--- config.mk ---
export PLATFORM = sky130hd
export DESIGN_NAME = seg_scan_driver
export DESIGN_NICKNAME = d
export VERILOG_FILES = /design/src/rtl/seg_scan_driver.sv
export SDC_FILE = /design/constraint.sdc
export NUM_CORES = 1
export LEC_CHECK = 0
export CORE_ASPECT_RATIO = 0.75
export CORE_MARGIN = 8
export CORE_UTILIZATION = 52
export CTS_CLUSTER_SIZE = 16
export DETAILED_ROUTE_END_ITERATION = 16
export PLACE_DENSITY_LB_ADDON = 0.05
export SLEW_MARGIN = 20
export SYNTH_ARGS = -nofsm -noshare
export SYNTH_HDL_FRONTEND = slang
export SYNTH_SLANG_ARGS = --single-unit
export TNS_END_PERCENT = 1
--- constraint.sdc ---
create_clock -name clk -period 2.48 [get_ports clk]
set_input_delay 0.372 -clock clk [delete_from_list [all_inputs] [get_ports clk]]
set_output_delay 0.372 -clock clk [all_outputs]
set_load 0.01 [all_outputs]
--- src/rtl/seg_scan_driver.sv ---
// Scans a frame of per-digit cathode bytes onto a common-anode 7-segment bank,
// one active-low anode per slot, with a blanking gap at the head of every slot.
module seg_scan_driver #(
  parameter int unsigned DIGITS          = 8,
  parameter int unsigned TICKS_PER_DIGIT = 100_000,
  parameter int unsigned BLANK_CYCLES    = 1_000,
  parameter logic [7:0]  CAT_OFF         = 8'hFF
) (
  input  logic                        clk,
  input  logic                        rst,
  input  logic [DIGITS*8-1:0]         display,
  input  logic [DIGITS-1:0]           digit_mask,
  output logic [DIGITS-1:0]           an,
  output logic [7:0]                  cathode,
  output logic                        frame_start,
  output logic [$clog2(DIGITS)-1:0]   digit_idx
);

  localparam int unsigned IDX_W  = $clog2(DIGITS);
  localparam int unsigned TICK_W = $clog2(TICKS_PER_DIGIT);
  localparam logic [TICK_W-1:0] TICK_LAST  = TICK_W'(TICKS_PER_DIGIT - 1);
  localparam logic [TICK_W-1:0] BLANK_LAST = TICK_W'(BLANK_CYCLES - 1);
  localparam logic [IDX_W-1:0]  IDX_LAST   = IDX_W'(DIGITS - 1);

  if (DIGITS < 2 || BLANK_CYCLES < 1 || BLANK_CYCLES >= TICKS_PER_DIGIT) begin : g_param_err
    $error("seg_scan_driver: need DIGITS>=2 and 1 <= BLANK_CYCLES < TICKS_PER_DIGIT");
  end

  typedef enum logic {BLANK, SHOW} state_t;

  state_t              state;
  logic                run;
  logic [TICK_W-1:0]   tick;
  logic [7:0]          fbuf [DIGITS];
  logic [DIGITS-1:0]   mbuf;
  logic                snap_c;

  // Frame boundary: the first edge out of reset, or the end of the last digit's slot.
  assign snap_c = !run || (tick == TICK_LAST && digit_idx == IDX_LAST);

  // Frame snapshot so a mid-frame display update can never tear.
  always_ff @(posedge clk or negedge rst) begin
    if (!rst) begin
      for (int i = 0; i < int'(DIGITS); i++) fbuf[i] <= CAT_OFF;
      mbuf <= '0;
    end else if (snap_c) begin
      for (int i = 0; i < int'(DIGITS); i++) fbuf[i] <= display[i*8 +: 8];
      mbuf <= digit_mask;
    end
  end

  // Slot sequencer with registered anode/cathode drive.
  always_ff @(posedge clk or negedge rst) begin
    if (!rst) begin
      state       <= BLANK;
      run         <= 1'b0;
      tick        <= '0;
      digit_idx   <= '0;
      an          <= '1;
      cathode     <= CAT_OFF;
      frame_start <= 1'b0;
    end else begin
      frame_start <= snap_c;
      if (!run) begin
        run <= 1'b1;
      end else if (tick == TICK_LAST) begin
        tick      <= '0;
        state     <= BLANK;
        an        <= '1;
        cathode   <= CAT_OFF;
        digit_idx <= (digit_idx == IDX_LAST) ? '0 : digit_idx + 1'b1;
      end else begin
        tick <= tick + 1'b1;
        if (state == BLANK && tick == BLANK_LAST) begin
          state   <= SHOW;
          cathode <= fbuf[digit_idx];
          an      <= ~(DIGITS'(mbuf[digit_idx]) << digit_idx);
        end
      end
    end
  end

endmodule

Yosys cells after proc, flatten, opt, wreduce, memory -nomap -nowiden --
Index checks and enable logic that the tools add are counted.
Word-level totals: flip-flop bits (word level) 111, input port bits 74, logic and storage cells 47
Cells by class: add/sub/neg operators 2, magnitude comparators 2, equality and inequality tests 3, shift operators 1, multiplexer cells 13, bitwise gates (word level) 3, reductions and logical operators 7
Operators by type and width (count):
- two-way mux 8 bit | 6
- binary-select mux 8 bit (select 3 bit) | 1
- adder 17 x 1 -> 17 bit, second input constant | 1
- == test 17 x 10 -> 1 bit, second input constant | 1
- == test 17 bit, second input constant | 1
- two-way mux 17 bit | 1
- inverter 8 bit | 1
- << shifter 1 x 3 -> 8 bit | 1
- greater-or-equal comparator 4 bit, second input constant | 1
- < comparator 3 x 4 -> 1 bit, second input constant | 1
- inverter 3 -> 4 bit | 1
- AND reduction 2 bit | 2
- adder 3 x 1 -> 3 bit, second input constant | 1
- binary-select mux 1 bit (select 3 bit) | 1
- == test 3 bit, second input constant | 1
- two-way mux 1 bit | 3
- two-way mux 3 bit | 1
- logical AND 1 bit | 2
- nonzero test 2 bit | 1
- logical NOT 1 bit | 1
- logical OR 1 bit | 1
- inverter 1 bit | 1

Depth between registers and ports, before layout --
depth in word-level cells 6, gate-level depth with buffers 7, mapped depth without buffers 5

Least setup slack after synthesis --
No wires, ideal clock.
path type reg-to-reg, start point register tick[5], end point register digit_idx[1], library setup time 0.125 ns, arrival 2.095 ns, data required time 2.355 ns, setup slack 0.260 ns, cell stages (with the launch flop) 6, buffers on the path 1, cell sequence dfrtp_1 > or4b_4 > or4_4 > buf_6 > nor2_4 > mux2_2
On the way: cells in the longest elaborated chain, start to end 2
Ends and longest elaborated chain:
- start, declared | RTL line 33 | logic [TICK_W-1:0] tick;
- start signal, assigned | RTL line 73 | tick <= tick + 1'b1;
- == test 17 bit | RTL line 66 | end else if (tick == TICK_LAST) begin
- AND reduction 2 bit (no line)
- end signal, assigned | RTL line 71 | digit_idx <= (digit_idx == IDX_LAST) ? '0 : digit_idx + 1'b1;
- end, declared | RTL line 16 | output logic [$clog2(DIGITS)-1:0] digit_idx
Every way passes these cells. A chain may end at the register's enable or synchronous reset.

Worst setup path in the final report --
start point register tick[5], end point register fbuf[20] (netlist bit)
On the way: cells in the longest elaborated chain, start to end 3
Ends and longest elaborated chain:
- == test 17 bit | RTL line 39 | assign snap_c = !run || (tick == TICK_LAST && digit_idx == IDX_LAST);
- logical AND 1 bit | RTL line 39
- logical OR 1 bit | RTL line 39
- end, declared | RTL line 34 | logic [7:0] fbuf [DIGITS];
Every way passes these cells.

==> metrics.txt <==
status completed; Ys Warns 0; first-pass GRT wire length approximately 18 mm; Fin Setup TNS 0 ns; Setup crit start kind flop; Rel. slew slack between 40% and 50%; WP data required around 2.8 ns; leakage roughly 2.5 nW; RSZ-0062 raised after global routing false; die area ~0.013 mm2; PostCTS Resize Cnt 0; Max VDD drop 0.000359 V; TritonCTS clock tree yes; Initial DRC Count 177; hold buffers post-CTS 0; drt wl/cell about 20 um; Setup Viol. Count Final 0; vias in the first global route around 3.4k; Hold WC Path Type input port to asynchronous set/reset pin; Max-Cap Viols 0; PD cells approximately 620 mW/mm2; Synth cell types 42; DRC viols 0; Most used DFF post-synth dfstp_2; Fill cells ~730; final worst slack between 0.15 and 0.2 ns; Antenna Cells 0; dpl hpwl about 8 mm; Multi-input gate area about 0.0021 mm2; nets 511; chip width 130 um; area grow syn2layout 27.9%; fin crit share between 90% and 100%; Routability Congestion around 0.8; cell area after synthesis ~0.005 mm2; IO Pins 94; PortBufs 93; synthesized instance count 335; crit path max fanout 33; CTS H-tree depth 3; minimum clock period ~2.3 ns; Clock Skew 0.00630 ns; pre-CTS setup slack ~0.18 ns; largest net degree at the start of global routing 52; Synth top area share just over 40%; Mapped Nets ~410; Num CTS Buffers 9; Die Span Y roughly 100 um; Routed Antenna Nets 0; Max Root-Sink Buffers 2; f_max approximately 430 MHz; post-CTS setup buffers 0; sequential area share after synthesis roughly 57%; Synth Area per Inst 15.1 um2; Hold Vio Cnt, Final 0; drt pass-1 iters 4; Initial Utilization roughly 53%; Global Route Usage Sum 18.1%; clock latency on the worst-skew pair approximately 0.34 ns; FF+latch count, synth 111; Worst setup EP type flop; crit path DAT between 2 and 3 ns; Site Rows 31; layout cell share with drive strength beyond 1 a little under half; top post-synthesis cells by area dfstp_2, mux2_2, dfrtp_1; total gr overflow 0; DR vias about 3.1k; worst reg2reg path depth 5; DR vias/cell 5.45; Setup CP Type flop to flop; Max Slew Vio Count 0; EDFF count, synth 0; CTS root buf clkbuf_16; FF/Latch Area between 0.002 and 0.003 mm2; Core ar. around 0.0096 mm2; Synth async-reset ratio 100%; clk sinks between 100 and 150; Clock transition at path regs 0.07 ns; initial antenna violation count 0; largest area contributor in the synthesized netlist dfstp_2; Least-Margin Pin Slew between 0.7 and 0.8 ns; Routed Wire Length 11.1 mm
logic make-up (layout without fill, tap and decap cells):
kind of cell    Yosys count  count (layout)  synth area share (%)
simple gates             56              56                  6.91
fa+ha+maj                 4               4                 0.987
flops                   111             111                  56.8
other cells               1               1                0.0740
buf+inv                  22             125                  2.32
compound gates           28              28                  4.64
xor+xnor                 11              11                  1.90
mux                     102             102                  26.4
routing by layer:
layer	routed length (um)	vias up	part of all wire (%)	global-route usage, %
met5	0	-	0	0
met4	150	0	1.3	5.78
met3	733	16	6.6	5.79
met2	5150	95	46	27.1
met1	5110	1558	46	24.6
li1	-	1435	-	-
layout make-up:
| cell class | count | area share (%) |
|---|---|---|
| Clock buffer | 13 | 4.01 |
| Inverter | 6 | 0.347 |
| Tap cell | 132 | 2.55 |
| Timing Repair Buffer | 103 | 16.3 |
| Sequential cell | 111 | 44.4 |
| Multi-Input combinational cell | 202 | 32.2 |
| Clock inverter | 3 | 0.270 |
sequential cells by signal (all words and copies together), names as in the netlist:
signal / cells
frame_start: 1
mbuf: 8
an: 8
digit_idx: 3
cathode: 8
state: 1
tick: 17
run: 1
fbuf: 64
path summary, 6_finish.rpt:
check / from / to / slack (ns)
worst min register to register: tick[14] / tick[14] / 0.49
min in group clk: tick[14] / tick[14] / 0.49
worst max-delay path: tick[5] / fbuf[20] / 0.16
max in group asynchronous: rst / cathode[0] / 1.74
worst min-delay path: rst / tick[14] / 0.05
worst max register to register: tick[5] / fbuf[20] / 0.16
where the power goes:
| group | internal [mW] | total, mW | switching (mW) | leakage (nW) |
|---|---|---|---|---|
| Sequential | 2.05 | 2.17 | 0.121 | 1.24 |
| Clock | 0.734 | 1.34 | 0.607 | 0.136 |
| Combinational | 0.306 | 0.488 | 0.181 | 1.14 |
per-stage QoR:
stage               power (mW)  instances  cell area, um2  hold WS, ns  util (%)
CTS                       4.05        570            6480       0.0783      67.7
detailed placement        2.69        554            6200        0.452      64.8
global route              4.18        570            6480        0.106      67.7
global placement          2.66        554            6200        0.451      64.8
floorplan                 2.43        335            5070       0.0764         -
finish                    4.00        570            6480       0.0509      67.7
cells in the final DEF (no fill, tap or decap), drive strengths merged:
cell / instances
mux4: 18
nand2: 6
xor2: 5
and4: 1
nand4: 7
a2bb2oi: 16
a21oi: 3
and4bb: 2
clkinvlp: 1
clkbuf: 13
a31o: 1
xnor2: 6
nor2b: 2
ha: 4
nor2: 10
clkinv: 2
buf: 11
nand3: 9
inv: 6
nor3: 1
o2bb2ai: 1
mux2: 74
or4b: 1
and2: 1
clkdlybuf4s50: 92
nand3b: 1
o22ai: 2
mux2i: 10
nand2b: 2
or4: 2
a21o: 2
dfrtp: 31
nor4: 4
o21ai: 3
conb: 1
dfstp: 80
and3: 6
nor4b: 1
synthesized netlist by cell type, types with 2 or more instances:
cell and number:
a21o_1 2, a21oi_1 3, a2bb2oi_1 15, and3_1 5, and4bb_2 2, buf_2 8
buf_6 2, clkbuf_1 5, dfrtp_1 31, dfstp_2 80, ha_1 4, inv_1 6
mux2_2 74, mux2i_1 10, mux4_2 18, nand2_1 6, nand2b_1 2, nand3_1 9
nand4_1 7, nor2_1 9, nor2b_1 2, nor4_1 3, o21ai_0 3, or4_4 2
xnor2_1 6, xor2_1 5
worst max-delay path, stage by stage (launching register included):
cell	delay (ns)
dfrtp_1	0.45
or4b_4	0.57
nor4_2	0.48
a21oi_4	0.13
buf_4	0.28
mux2_2	0.33
Note: power is estimated with default switching activity, not from simulation.
==> patch (same settings) <==
Reset style: synchronous (`rst`), changed in 2 clocked blocks.
--- a/src/rtl/seg_scan_driver.sv
+++ b/src/rtl/seg_scan_driver.sv
@@ -41,3 +41,3 @@
   // Frame snapshot so a mid-frame display update can never tear.
-  always_ff @(posedge clk or negedge rst) begin
+  always_ff @(posedge clk) begin
     if (!rst) begin
@@ -52,3 +52,3 @@
   // Slot sequencer with registered anode/cathode drive.
-  always_ff @(posedge clk or negedge rst) begin
+  always_ff @(posedge clk) begin
     if (!rst) begin
Formal check against the unedited RTL: differs if rst is asserted again (counterexample within 4 cycles, from zero or initial values and one cycle with rst low); with rst held inactive, the same outputs for 10 cycles.
==> patch against the unedited design <==
Maximum frequency grew 2.0%. Power rose by 14%. Sequential power decreased by 4%. Synthesized area increased by 0.30%. Core utilization up 3.2 points. Final area is 4.8% higher. Wire length grew 4.5%. Setup slack improved by 0.044 ns. Die area increased by 0.26%. Sequential cell count increased by 3. Largest cell class unchanged. Highest routed layer unchanged.
==> patch: results (changes against the unedited design) <==
| Metric | Value |
|---|---|
| Status | `completed` |
| H-tree depth | `4 (+1)` |
| WL per Instance | `17.9 um (-8.5%)` |
| Clk slew on worst S/H paths | `0.05 ns (-0.02 ns)` |
| Crit path to | `fbuf[1][0]` |
| Clock-net power | `2.19 mW (+63%)` |
| 1st-pass router iterations | `5 (+1)` |
| Cell Area, Placed | `6260 um2 (+0.85%)` |
| Hold Path End | `frame_start` |
| Setup Skew | `0.0297 ns (+0.0234 ns)` |
| Crit path kind | `flop to flop` |
| Final nets | `584 (+14%)` |
| Hold buffers post-CTS | `0 (unchanged)` |
| Commonest cells in the netlist | `edfxtp_1 (64), or3_1 (52), dfxtp_1 (50)` |
| Seq. pwr | `2.09 mW (-4%)` |
| R2R cell count | `5 (unchanged)` |
| Fraction of layout cells with a size suffix above 1 | `0.154 (-0.325)` |
| Synth cell types | `42 (unchanged)` |
| EDFF count, synth | `64 (+64)` |
| PnR Total Power | `4.57 mW (+14%)` |
| Syn_nets | `485 (+17%)` |
| # DRC | `0 (unchanged)` |
| Largest net degree at the start of global routing | `46 (-12%)` |
| Synth top area cells | `edfxtp_1 (38%), dfxtp_1 (20%), mux4_2 (7.1%), or3_1 (6.4%), mux2i_1 (4.9%)` |
| Yosys warnings | `0 (unchanged)` |
| Critical path's top delay family | `simple AND/OR/NAND/NOR gates` |
| Slowest-stage cell, CP | `or4bb_4` |
| Min-delay worst type | `primary input to flop` |
| Pleak | `2.19 nW (-13%)` |
| Max FO, Critical Path | `22 (-33%)` |
| Fillers | `715 (-1.8%)` |
| Gr usage total | `0.190 (+0.00864)` |
| Post_cts resized | `0 (unchanged)` |
| Reg-to-reg startpoint | `tick[5]` |
| Post-synthesis sequential area ratio | `0.575 (+0.00718)` |
| Ys async rst share | `0 (-1.00)` |
| Critical Path AT | `2.42 ns (-0.16 ns)` |
| Via density | `5.53 (+1.5%)` |
| Largest stage delay, worst path | `0.58 ns` |
| TritonCTS Buffers | `17 (+8)` |
| Dominant synthesized flop cell | `edfxtp_1` |
| Worst R2R End | `fbuf[1][0]` |
| Peak VDD IR | `0.000584 V (+62%)` |
| Reg2Reg Setup Slack | `0.21 ns (+0.04 ns)` |
| First-iteration detailed-routing DRC count | `247 (+40%)` |
| Slew HR | `0.462 (-0.0342)` |
| First-pass GRT wire length | `19,200 um (+5.2%)` |
| Net switching power | `0.917 mW (+0.78%)` |
| CTS root buf | `clkbuf_16` |
| Vias in the first global route | `3,800 (+11%)` |
| Post-DP HPWL | `7990 um (-0.48%)` |
| Clk_lat worst skew | `0.42 ns (+0.08 ns)` |
| Placer Congestion | `0.860 (+5.5%)` |
| PortBufs | `93 (unchanged)` |
| Hold-critical path depth | `3` |
==> patch: changes by cell type after synthesis, moves of 15 or more <==
| cell | delta |
|---|---|
| a2bb2oi_1 | -15 |
| clkbuf_1 | +18 |
| dfrtp_1 | -31 |
| dfstp_2 | -80 |
| dfxtp_1 | +50 |
| edfxtp_1 | +64 |
| mux2_2 | -66 |
| mux2i_1 | +15 |
| nand2_1 | +28 |
| or3_1 | +52 |
==> patch: final cells by class <==
type | instances | area (um2) | share of cell area
clock inverters | 8 | 62.6 | 0.00921
flip-flops and latches | 114 | 2920 | 0.431
inverters | 2 | 7.51 | 0.00111
well taps | 132 | 165 | 0.0243
clock buffers | 24 | 472 | 0.0695
multi-input cells | 260 | 2050 | 0.302
repair buffers | 111 | 1110 | 0.164
==> patch: cells by family (layout without fill, tap and decap cells) <==
kind of cell	after synthesis	after routing	share of synthesized area
flops	114	114	0.575
compound gates	35	35	0.0480
fa+ha+maj	4	4	0.00984
mux	49	49	0.138
xor+xnor	11	11	0.0189
simple gates	161	161	0.181
buf+inv	33	145	0.0295
==> patch: worst register-to-register path: stages (launching register included) <==
cell,delay (ns)
dfxtp_1,0.36
or4bb_4,0.58
nor4_4,0.30
a31oi_4,0.21
buf_4,0.25
or3_1,0.33
==> patch: metal layers <==
metal,share of wire,wire (um),vias up,track usage
li1,-,-,1727,-
met1,0.45,5210,1740,0.236
met2,0.47,5440,125,0.295
met3,0.073,851,8,0.0715
met4,0.011,125,0,0.0747
met5,0,0,-,0
==> patch: stage by stage <==
step | setup slack [ns] | cells | hold slack, ns
after CTS | 0.184 | 651 | 0.326
after global routing | 0.104 | 651 | 0.354
final | 0.209 | 651 | 0.349
after floorplan | 0.0169 | 407 | 0.400
after detailed placement | 0.200 | 619 | 0.455
after global placement | 0.241 | 619 | 0.447
